<file path="config.mk">
export PLATFORM = sky130hd
export DESIGN_NAME = hex_byte_assembler_flat
export DESIGN_NICKNAME = d
export VERILOG_FILES = /design/src/rtl/hex_pkg.sv /design/src/rtl/hex_byte_assembler_if.sv /design/src/rtl/ascii_hex_decode.sv /design/src/rtl/hex_byte_assembler.sv /design/src/flat_wrapper.sv
export SDC_FILE = /design/constraint.sdc
export NUM_CORES = 1
export LEC_CHECK = 0
export BUFFER_PORTS_ARGS = -buffer_cell sky130_fd_sc_hd__buf_2
export CORE_MARGIN = 2
export CORE_UTILIZATION = 30
export CTS_BUF_LIST = sky130_fd_sc_hd__clkbuf_4
export DETAILED_ROUTE_END_ITERATION = 16
export RECOVER_POWER = 25
export SLEW_MARGIN = 20
export SYNTH_ARGS = -nofsm -noshare
export SYNTH_HDL_FRONTEND = slang
export SYNTH_HIERARCHICAL = 1
export SYNTH_SLANG_ARGS = --single-unit
export TNS_END_PERCENT = 5
</file>
<file path="constraint.sdc">
create_clock -name clock -period 2.13 [get_ports clock]
set_input_delay 0.1065 -clock clock [delete_from_list [all_inputs] [get_ports clock]]
set_output_delay 0.1065 -clock clock [all_outputs]
set_load 0.03 [all_outputs]
</file>
<file path="src/rtl/hex_pkg.sv">
// Shared definitions for the ASCII hex receive path: FSM state encoding
// and the ASCII character ranges that count as hex digits.
package hex_pkg;

  typedef enum logic {
    WAIT_HI = 1'b0,
    WAIT_LO = 1'b1
  } state_t;

  localparam logic [7:0] ASCII_0  = 8'h30;
  localparam logic [7:0] ASCII_9  = 8'h39;
  localparam logic [7:0] ASCII_UA = 8'h41;
  localparam logic [7:0] ASCII_UF = 8'h46;
  localparam logic [7:0] ASCII_LA = 8'h61;
  localparam logic [7:0] ASCII_LF = 8'h66;

  function automatic logic in_range(input logic [7:0] code,
                                    input logic [7:0] lo,
                                    input logic [7:0] hi);
    return (code >= lo) && (code <= hi);
  endfunction

endpackage

</file>
<file path="src/rtl/hex_byte_assembler_if.sv">
// Character stream from the UART receiver and the assembled-byte results.
// master drives characters and observes results; slave is the assembler.
interface hex_byte_assembler_if;

  logic [7:0] Rx_DATA;
  logic       Rx_VALID;
  logic       Rx_ERROR;
  logic [7:0] Data_out;
  logic       Data_valid;
  logic       Hex_error;
  logic       Digit_pending;

  modport master (
    output Rx_DATA, Rx_VALID, Rx_ERROR,
    input  Data_out, Data_valid, Hex_error, Digit_pending
  );

  modport slave (
    input  Rx_DATA, Rx_VALID, Rx_ERROR,
    output Data_out, Data_valid, Hex_error, Digit_pending
  );

endinterface

</file>
<file path="src/rtl/ascii_hex_decode.sv">
// Combinational ASCII hex digit decoder: '0'-'9', 'A'-'F' and, when
// HEX_LOWERCASE_EN is defined, 'a'-'f'.
module ascii_hex_decode
  import hex_pkg::*;
(
  input  logic [7:0] ascii,
  output logic [3:0] nibble,
  output logic       is_hex
);

  // Letters sit at offset 1 within their column, so low nibble + 9 gives 10..15
  always_comb begin
    nibble = 4'h0;
    is_hex = 1'b0;
    if (in_range(ascii, ASCII_0, ASCII_9)) begin
      nibble = ascii[3:0];
      is_hex = 1'b1;
    end else if (in_range(ascii, ASCII_UA, ASCII_UF)) begin
      nibble = ascii[3:0] + 4'd9;
      is_hex = 1'b1;
    end
`ifdef HEX_LOWERCASE_EN
    else if (in_range(ascii, ASCII_LA, ASCII_LF)) begin
      nibble = ascii[3:0] + 4'd9;
      is_hex = 1'b1;
    end
`else
    else begin
      nibble = 4'h0;
      is_hex = 1'b0;
    end
`endif
  end

endmodule

</file>
<file path="src/rtl/hex_byte_assembler.sv">
// Rebuilds a byte from two ASCII hex characters with an inter-digit timeout.
// Optional lowercase digit support via HEX_LOWERCASE_EN (see ascii_hex_decode).
module hex_byte_assembler
  import hex_pkg::*;
#(
  parameter int CNT_W          = 16,
  parameter int TIMEOUT_CYCLES = 50000
) (
  input  logic                clock,
  input  logic                reset,
  hex_byte_assembler_if.slave bus
);

  localparam logic [CNT_W-1:0] CNT_LAST = CNT_W'(TIMEOUT_CYCLES - 1);
  localparam logic [CNT_W-1:0] CNT_MAX  = '1;

  state_t           state_q, state_d;
  logic [3:0]       nib_q, nib_d;
  logic [CNT_W-1:0] cnt_q, cnt_d;
  logic [7:0]       data_q, data_d;
  logic             valid_q, valid_d;
  logic             err_q, err_d;

  logic [3:0]       dec_nibble;
  logic             dec_is_hex;
  logic             char_ok;

  ascii_hex_decode u_decode (
    .ascii  (bus.Rx_DATA),
    .nibble (dec_nibble),
    .is_hex (dec_is_hex)
  );

  assign char_ok = dec_is_hex & ~bus.Rx_ERROR;

  always_ff @(posedge clock or negedge reset) begin
    if (!reset) begin
      state_q <= WAIT_HI;
      nib_q   <= 4'h0;
      cnt_q   <= '0;
      data_q  <= 8'h00;
      valid_q <= 1'b0;
      err_q   <= 1'b0;
    end else begin
      state_q <= state_d;
      nib_q   <= nib_d;
      cnt_q   <= cnt_d;
      data_q  <= data_d;
      valid_q <= valid_d;
      err_q   <= err_d;
    end
  end

  // A character arriving on the expiry cycle takes priority over the timeout
  always_comb begin
    state_d = state_q;
    nib_d   = nib_q;
    cnt_d   = cnt_q;
    data_d  = data_q;
    valid_d = 1'b0;
    err_d   = 1'b0;
    case (state_q)
      WAIT_HI: begin
        if (bus.Rx_VALID) begin
          if (char_ok) begin
            nib_d   = dec_nibble;
            cnt_d   = '0;
            state_d = WAIT_LO;
          end else begin
            err_d = 1'b1;
          end
        end
      end
      WAIT_LO: begin
        if (bus.Rx_VALID) begin
          if (char_ok) begin
            data_d  = {nib_q, dec_nibble};
            valid_d = 1'b1;
          end else begin
            err_d = 1'b1;
          end
          nib_d   = 4'h0;
          state_d = WAIT_HI;
        end else if (cnt_q == CNT_LAST) begin
          err_d   = 1'b1;
          nib_d   = 4'h0;
          state_d = WAIT_HI;
        end else if (cnt_q != CNT_MAX) begin
          cnt_d = cnt_q + CNT_W'(1);
        end
      end
      default: begin
        state_d = WAIT_HI;
      end
    endcase
  end

  assign bus.Data_out      = data_q;
  assign bus.Data_valid    = valid_q;
  assign bus.Hex_error     = err_q;
  assign bus.Digit_pending = (state_q == WAIT_LO);

endmodule

</file>
<file path="src/flat_wrapper.sv">
// flat-port wrapper written by rule: the top's interface ports become plain ports
module hex_byte_assembler_flat import hex_pkg::*;
#(
  parameter int CNT_W          = 16,
  parameter int TIMEOUT_CYCLES = 50000
)
  (clock, reset, bus_Rx_DATA, bus_Rx_VALID, bus_Rx_ERROR, bus_Data_out, bus_Data_valid, bus_Hex_error, bus_Digit_pending);
  hex_byte_assembler_if bus_i ();
  input  logic clock;
  input  logic reset;
  input wire logic [$bits(bus_i.Rx_DATA)-1:0] bus_Rx_DATA;
  input wire logic [$bits(bus_i.Rx_VALID)-1:0] bus_Rx_VALID;
  input wire logic [$bits(bus_i.Rx_ERROR)-1:0] bus_Rx_ERROR;
  output wire logic [$bits(bus_i.Data_out)-1:0] bus_Data_out;
  output wire logic [$bits(bus_i.Data_valid)-1:0] bus_Data_valid;
  output wire logic [$bits(bus_i.Hex_error)-1:0] bus_Hex_error;
  output wire logic [$bits(bus_i.Digit_pending)-1:0] bus_Digit_pending;
  assign bus_i.Rx_DATA = bus_Rx_DATA;
  assign bus_i.Rx_VALID = bus_Rx_VALID;
  assign bus_i.Rx_ERROR = bus_Rx_ERROR;
  assign bus_Data_out = bus_i.Data_out;
  assign bus_Data_valid = bus_i.Data_valid;
  assign bus_Hex_error = bus_i.Hex_error;
  assign bus_Digit_pending = bus_i.Digit_pending;
  hex_byte_assembler #(.CNT_W(CNT_W), .TIMEOUT_CYCLES(TIMEOUT_CYCLES)) u_core (.clock(clock), .reset(reset), .bus(bus_i));
endmodule
</file>
==> results of run 1 <==
[timing repair]
item | CTS | global route
gates resized for setup | 0 | 4
hold endpoints to repair | 31 | 0
setup buffers | 0 | 0
hold buffers | 1 | 0
setup endpoints to repair | 0 | 6
[registers in the layout, summed over array words and instances, names as in the netlist]
register                  count
u_core/bus.Hex_error          1
u_core/bus.Data_valid         1
u_core/bus.Digit_pending      1
u_core/bus.Data_out           8
u_core/nib_q                  4
u_core/cnt_q                 16
[routing by layer]
layer  part of all wire [%]  wire length [um]  up-vias
met5                      0                 0        -
met4                    2.2                83        0
met3                    3.4               125        9
met2                     45              1680       31
met1                     49              1810      700
li1                       -                 -      732
[metrics by stage]
| stage | util (%) | worst slack (ns) |
|---|---|---|
| floorplan | - | 0.0677 |
| global placement | 37.0 | 0.0950 |
| detailed placement | 37.0 | 0.0596 |
| CTS | 38.2 | 0.0334 |
| global route | 38.6 | 0.00261 |
| finish | 38.6 | 0.109 |
[worst min-delay path: cells and delay by family]
kind                   cells  cell delay [ns]
AO/OA/AOI/OAI              2             0.17
buffers and inverters      1             0.09
[cell families (layout without fill, tap and decap cells)]
group / Yosys count / count (layout) / share of synthesized area (%)
mux: 8 / 8 / 5.32
simple gates: 75 / 75 / 25.5
buf+inv: 14 / 61 / 3.69
compound gates: 40 / 40 / 16.2
xor+xnor: 1 / 1 / 0.517
fa+ha+maj: 4 / 4 / 2.95
flops: 31 / 31 / 45.8
[cells in the final DEF (no fill, tap or decap), types with 3 or more instances in the layout]
cell type / n
dfrtp_1: 31
a22o_1: 5
buf_2: 21
buf_4: 21
o21ai_0: 16
nand4_1: 5
nand3_1: 13
inv_1: 9
a21oi_1: 6
o211ai_1: 3
mux2_2: 8
clkbuf_4: 5
nor3_1: 4
nand2_1: 18
ha_1: 4
nor2_1: 6
or3_1: 4
[cell usage after synthesis (2+ instances only)]
cell type | number | area share, %
o211ai_1 | 3 | 1.3
nand3_1 | 14 | 4.1
nand2_1 | 18 | 4.0
or4_1 | 2 | 0.89
nor2_1 | 6 | 1.3
nand4_1 | 5 | 1.8
clkbuf_1 | 2 | 0.44
or3_1 | 4 | 1.5
a21oi_1 | 6 | 1.8
a22o_1 | 5 | 2.6
ha_1 | 4 | 3.0
nor3_1 | 4 | 1.2
and3_1 | 2 | 0.74
inv_1 | 9 | 2.0
nor2b_1 | 2 | 0.74
o21ai_0 | 16 | 4.7
nor4_1 | 2 | 0.74
mux2_2 | 8 | 5.3
nand2b_1 | 2 | 0.74
dfrtp_1 | 31 | 46
[worst paths after layout]
check,start,end,slack (ns),depth (start not counted)
min in group asynchronous,reset,u_core/cnt_q[10]$_DFFE_PN0P_,0.68,2
min,bus_Rx_ERROR,u_core/bus.Hex_error$_DFF_PN0_,0.06,3
max in group asynchronous,reset,u_core/bus.Data_out[2]$_DFFE_PN0P_,0.51,2
max reg2reg,u_core/cnt_q[0]$_DFFE_PN0P_,u_core/cnt_q[14]$_DFFE_PN0P_,0.11,6
max,u_core/cnt_q[0]$_DFFE_PN0P_,u_core/cnt_q[14]$_DFFE_PN0P_,0.11,6
min reg2reg,u_core/nib_q[2]$_DFFE_PN0P_,u_core/nib_q[2]$_DFFE_PN0P_,0.50,1
[layout make-up]
class,instances,area [um2],area share [%]
tap,72,90.1,4.27
multi-input combinational,128,877,41.6
clock inverter,3,20.0,0.948
sequential,31,776,36.8
inverter,9,33.8,1.60
clock buffer,5,37.5,1.78
timing repair buffer,44,277,13.1
[power by group through the flow]
stage                     clock network [W]  logic [W]  registers (W)
after floorplan                           0  0.0000976       0.000694
after global placement                    0   0.000171       0.000705
after detailed placement                  0   0.000173       0.000704
after CTS                          0.000361   0.000175       0.000693
after global routing               0.000384   0.000200       0.000706
final                              0.000345   0.000174       0.000696
==> summary.md, run 1 <==
| Metric | Value |
|---|---|
| Die area | `6260 um2` |
| Required @ worst endpoint | `2.41 ns` |
| Post-synth design cell area | `1690 um2` |
| Routability Congestion | `0.837` |
| Clk Latency, worst-skew pair | `0.35 ns` |
| Fraction of power consumed by sequential logic | `57.3%` |
| Final WL | `3.69 mm` |
| Status | `complete, but fails checks` |
| Inserted Diodes | `0` |
| DRT antenna net count | `0` |
| Worst path bufs/invs | `0` |
| GR Layer Usage met1 | `17.0%` |
| Max_slew headroom | `-6.52%` |
| Ports | `23` |
| Most heavily used metal layer in global routing | `met2` |
| Number of distinct library cells after synthesis | `48` |
| Mapped Cells | `173` |
| TritonRoute pass-1 iters | `4` |
| Comb power frac | `14.3%` |
| Ys async rst share | `100%` |
| Gr ovfl total | `0` |
| Final worst-path cycle share | `94.9%` |
| Final min period | `2.02 ns` |
| Filler cell count | `560` |
| DP Area | `2020 um2` |
| Worst-path clk slew | `0.11 ns` |
| Syn_nets | `189` |
| Met3 Use GR | `3.30%` |
| VDD IR max | `0.000231 V` |
| Sw Share | `30.9%` |
| Slew @ Worst Pin | `1.60 ns` |
| First-pass GRT wire length | `6.35 mm` |
| Failing checks | `max-capacitance violations, max-slew violations` |
| Worst Path Arrival | `2.30 ns` |
| Hpwl dp | `2.86 mm` |
| Starting Density | `31.0%` |
| Slew Viols, Final | `32` |
| Routed vias/inst | `5.04` |
| Seq cells post-synth | `31` |
| Worst path slowest cell | `or4_1` |
| Vias in the first global route | `1446` |
| WL per Instance | `12.6 um` |
| Internal power | `0.000839 W` |
| Synth Area per Inst | `9.79 um2` |
| Switch Pwr | `0.000376 W` |
| All-Layer GR Usage | `12.7%` |
| NumNets Final | `235` |
| Sequential area share after synthesis | `45.8%` |
| Max Freq | `495 MHz` |
| Final cell count without fillers | `292` |
| CTS tree | `yes` |
| Root Driver | `clkbuf_4` |
| CP peak stage delay | `0.47 ns` |
| DRT iter0 DRCs | `99` |
| Buffers added on ports | `22` |
| Power after layout | `0.00121 W` |
| Yosys warnings | `6` |
| Delay-heaviest family, CP | `simple AND/OR/NAND/NOR gates` |
| Leak Pwr | `1.04 nW` |
| Number of synthesized flops with an enable pin | `0` |
| Core area | `5470 um2` |
| Final setup violation count | `0` |
| CP Capture Type | `flop` |
| Met2 Use GR | `19.5%` |
| Startpoint types | `flop` |
| Hold Path Class | `input pin to flop` |
| Largest net degree at the start of global routing | `32` |
| Share of cells above drive strength 1 | `31.8%` |
| Clk network pwr share | `28.4%` |
| Via count of the routed design | `1472` |
| CTS Buffer Depth | `2` |
| Layout area overhead | `24.6%` |
| Fin Clk Skew | `0.0113 ns` |
| Final hold slack | `0.0609 ns` |
| Final Hold Fails | `0` |
| Post-route cell area | `2110 um2` |
| Cell row count | `27` |
| Dpl cells | `283` |
| Clock sinks | `31` |
| Cts bufs inserted | `5` |
| Crit Path Class | `flop to flop` |
| CP max FO | `7` |
| Crit path cell chain | `ha_1 > and3_4 > a41o_4 > or2_4 > or4_1 > nand3_1` |
| Max cap viols | `1` |
| Chip width | `79.1 um` |
| Antenna violations before repair | `0` |
| Unrepaired setup endpoints after global routing | `false` |
| Top FF cell, synth | `dfrtp_1` |
| H-tree levels | `2` |
| Setup TNS Final | `0 ns` |
| Die height | `79.1 um` |
| Power density over the cells | `576 nW/um2` |
| # DRC | `0` |
No activity file was read; power rests on OpenSTA's default activity.
==> run 2: changes to the inputs <==
--- a/config.mk
+++ b/config.mk
@@ -10,7 +10,6 @@
 export CORE_UTILIZATION = 30
 export CTS_BUF_LIST = sky130_fd_sc_hd__clkbuf_4
 export DETAILED_ROUTE_END_ITERATION = 16
-export RECOVER_POWER = 25
 export SLEW_MARGIN = 20
 export SYNTH_ARGS = -nofsm -noshare
 export SYNTH_HDL_FRONTEND = slang
==> summary.md, run 2 (synthesis gave the netlist of run 1 again) <==
| Metric | Value |
|---|---|
| Status | `finished clean` |
| Final WL | `3.70 mm` |
| Hold path start | `bus_Rx_ERROR` |
| DRT antenna net count | `0` |
| Unrepaired setup endpoints after global routing | `false` |
| Power density over the cells | `575 nW/um2` |
| CTS tree | `yes` |
| Fin Clk Skew | `0.0113 ns` |
| Max Freq | `495 MHz` |
| Switch Pwr | `0.000376 W` |
| Sw Share | `30.9%` |
| Root Driver | `clkbuf_4` |
| Buffers added on ports | `22` |
| Clock sinks | `31` |
| First-pass GRT wire length | `6.35 mm` |
| NumNets Final | `235` |
| DRT iter0 DRCs | `99` |
| Routability Congestion | `0.837` |
| Crit path cell chain | `ha_1 > and3_4 > a41o_4 > or2_4 > or4_1 > nand3_1` |
| Internal power | `0.000839 W` |
| Hpwl dp | `2.86 mm` |
| Slew @ Worst Pin | `0.666 ns` |
| Inserted Diodes | `0` |
| Max_slew headroom | `55.6%` |
| All-Layer GR Usage | `12.7%` |
| Reg-to-reg slack, setup | `0.11 ns` |
| Worst hold stages | `3` |
| CP peak stage delay | `0.47 ns` |
| Reg with most FFs | `u_core/cnt_q` |
| Required @ worst endpoint | `2.41 ns` |
| Clk Latency, worst-skew pair | `0.35 ns` |
| Filler cell count | `559` |
| Slew Viols, Final | `0` |
| Reg-to-Reg End | `u_core/cnt_q[14]$_DFFE_PN0P_` |
| Crit Path Class | `flop to flop` |
| Worst Path Arrival | `2.30 ns` |
| Worst-path clk slew | `0.11 ns` |
| Max reg flops | `16` |
| Commonest non-fill, non-tap cell in the layout | `dfrtp_1` |
| Clk network pwr share | `28.4%` |
| Antenna violations before repair | `0` |
| Worst R2R Path Depth | `6` |
| TritonRoute pass-1 iters | `4` |
| Layout area overhead | `24.7%` |
| CP max FO | `7` |
| Final worst-path cycle share | `94.9%` |
| Vias in the first global route | `1446` |
| Leak Pwr | `1.04 nW` |
| Share of cells above drive strength 1 | `32.3%` |
| R2r startpoint | `u_core/cnt_q[0]$_DFFE_PN0P_` |
| Comb power frac | `14.3%` |
| CTS Buffer Depth | `2` |
| Worst path slowest cell | `or4_1` |
| Worst path bufs/invs | `0` |
| Gr ovfl total | `0` |
| Hold Path End | `u_core/bus.Hex_error$_DFF_PN0_` |
| VDD IR max | `0.000231 V` |
| Setup TNS Final | `0 ns` |
| Routed vias/inst | `5.04` |
| Startpoint types | `flop` |
| Setup Fix Bufs, Post-CTS | `0` |
| H-tree levels | `2` |
| Final Hold Fails | `0` |
| Largest net degree at the start of global routing | `32` |
| CP Capture Type | `flop` |
| Ports | `23` |
| Core area | `5470 um2` |
| Fraction of power consumed by sequential logic | `57.3%` |
| Die height | `79.1 um` |
| Final setup violation count | `0` |
| Final min period | `2.02 ns` |
| Most frequent cells in the layout | `dfrtp_1 (31), buf_2 (22), buf_4 (21)` |
| Cell row count | `27` |
| Cts bufs inserted | `5` |
| Max cap viols | `0` |
| Chip width | `79.1 um` |
| WL per Instance | `12.7 um` |
| Hold Path Class | `input pin to flop` |
| # DRC | `0` |
| Via count of the routed design | `1472` |
| Delay-heaviest family, CP | `simple AND/OR/NAND/NOR gates` |
| Starting Density | `31.0%` |
| Die area | `6260 um2` |
| Post-layout util | `38.6%` |
==> run 2: cell count changes in the layout (fill, tap and decap cells not counted) <==
| cell | delta |
|---|---|
| clkbuf_1 | -1 |
| buf_2 | +1 |
==> run 2: worst register-to-register path, stage by stage (launching register included) <==
cell and delay [ns]:
dfrtp_1 0.41, ha_1 0.22, and3_4 0.19, a41o_4 0.30, or2_4 0.29, or4_1 0.47, nand3_1 0.09
==> run 2: power by group through the flow <==
stage	combinational (W)	sequential (W)	clock, W
floorplan	0.0000976	0.000694	0
global placement	0.000171	0.000705	0
detailed placement	0.000173	0.000704	0
CTS	0.000175	0.000693	0.000361
global route	0.000200	0.000706	0.000384
finish	0.000174	0.000696	0.000345
==> run 2: area by class of cell <==
type	instances	area, um2	area share (%)
multi-input cells	128	877	41.5
flip-flops and latches	31	776	36.7
repair buffers	44	278	13.2
well taps	72	90.1	4.27
clock buffers	5	37.5	1.78
inverters	9	33.8	1.60
clock inverters	3	20.0	0.948
==> run 2: how the worst max path moves through the flow <==
| stage | from | end | slack [ns] | cells past startpoint |
|---|---|---|---|---|
| final | u_core/cnt_q[0]$_DFFE_PN0P_ | u_core/cnt_q[14]$_DFFE_PN0P_ | 0.11 | 6 |
| after global routing | u_core/cnt_q[0]$_DFFE_PN0P_ | u_core/cnt_q[14]$_DFFE_PN0P_ | 0.003 | 6 |
| after CTS | u_core/cnt_q[0]$_DFFE_PN0P_ | u_core/cnt_q[14]$_DFFE_PN0P_ | 0.03 | 6 |
| after detailed placement | u_core/cnt_q[0]$_DFFE_PN0P_ | u_core/cnt_q[12]$_DFFE_PN0P_ | 0.06 | 6 |
| after global placement | u_core/cnt_q[0]$_DFFE_PN0P_ | u_core/cnt_q[14]$_DFFE_PN0P_ | 0.09 | 6 |
| after floorplan | u_core/cnt_q[0]$_DFFE_PN0P_ | u_core/cnt_q[12]$_DFFE_PN0P_ | 0.07 | 7 |
==> run 2: metal layers <==
metal	wire length [um]	vias up	global-route usage (%)
met1	1810	700	17.0
met3	125	9	3.30
li1	-	732	-
met4	83	0	5.52
met5	0	-	0
met2	1680	31	19.5
==> run 2: what timing repair did <==
item,in CTS,in global routing
endpoints found under the hold margin,31,0
setup endpoints to repair,0,6
hold buffers,1,0
gates resized for setup,0,4
==> run 2: metrics by stage <==
stage	instance area (um2)	hold slack, ns	setup WS (ns)	instances	power (W)
floorplan	1690	-0.189	0.0677	173	0.000792
global placement	2020	0.187	0.0950	283	0.000876
detailed placement	2020	0.187	0.0596	283	0.000877
CTS	2090	0.0491	0.0334	292	0.00123
global route	2110	0.0476	0.00261	292	0.00129
finish	2110	0.0609	0.109	292	0.00122
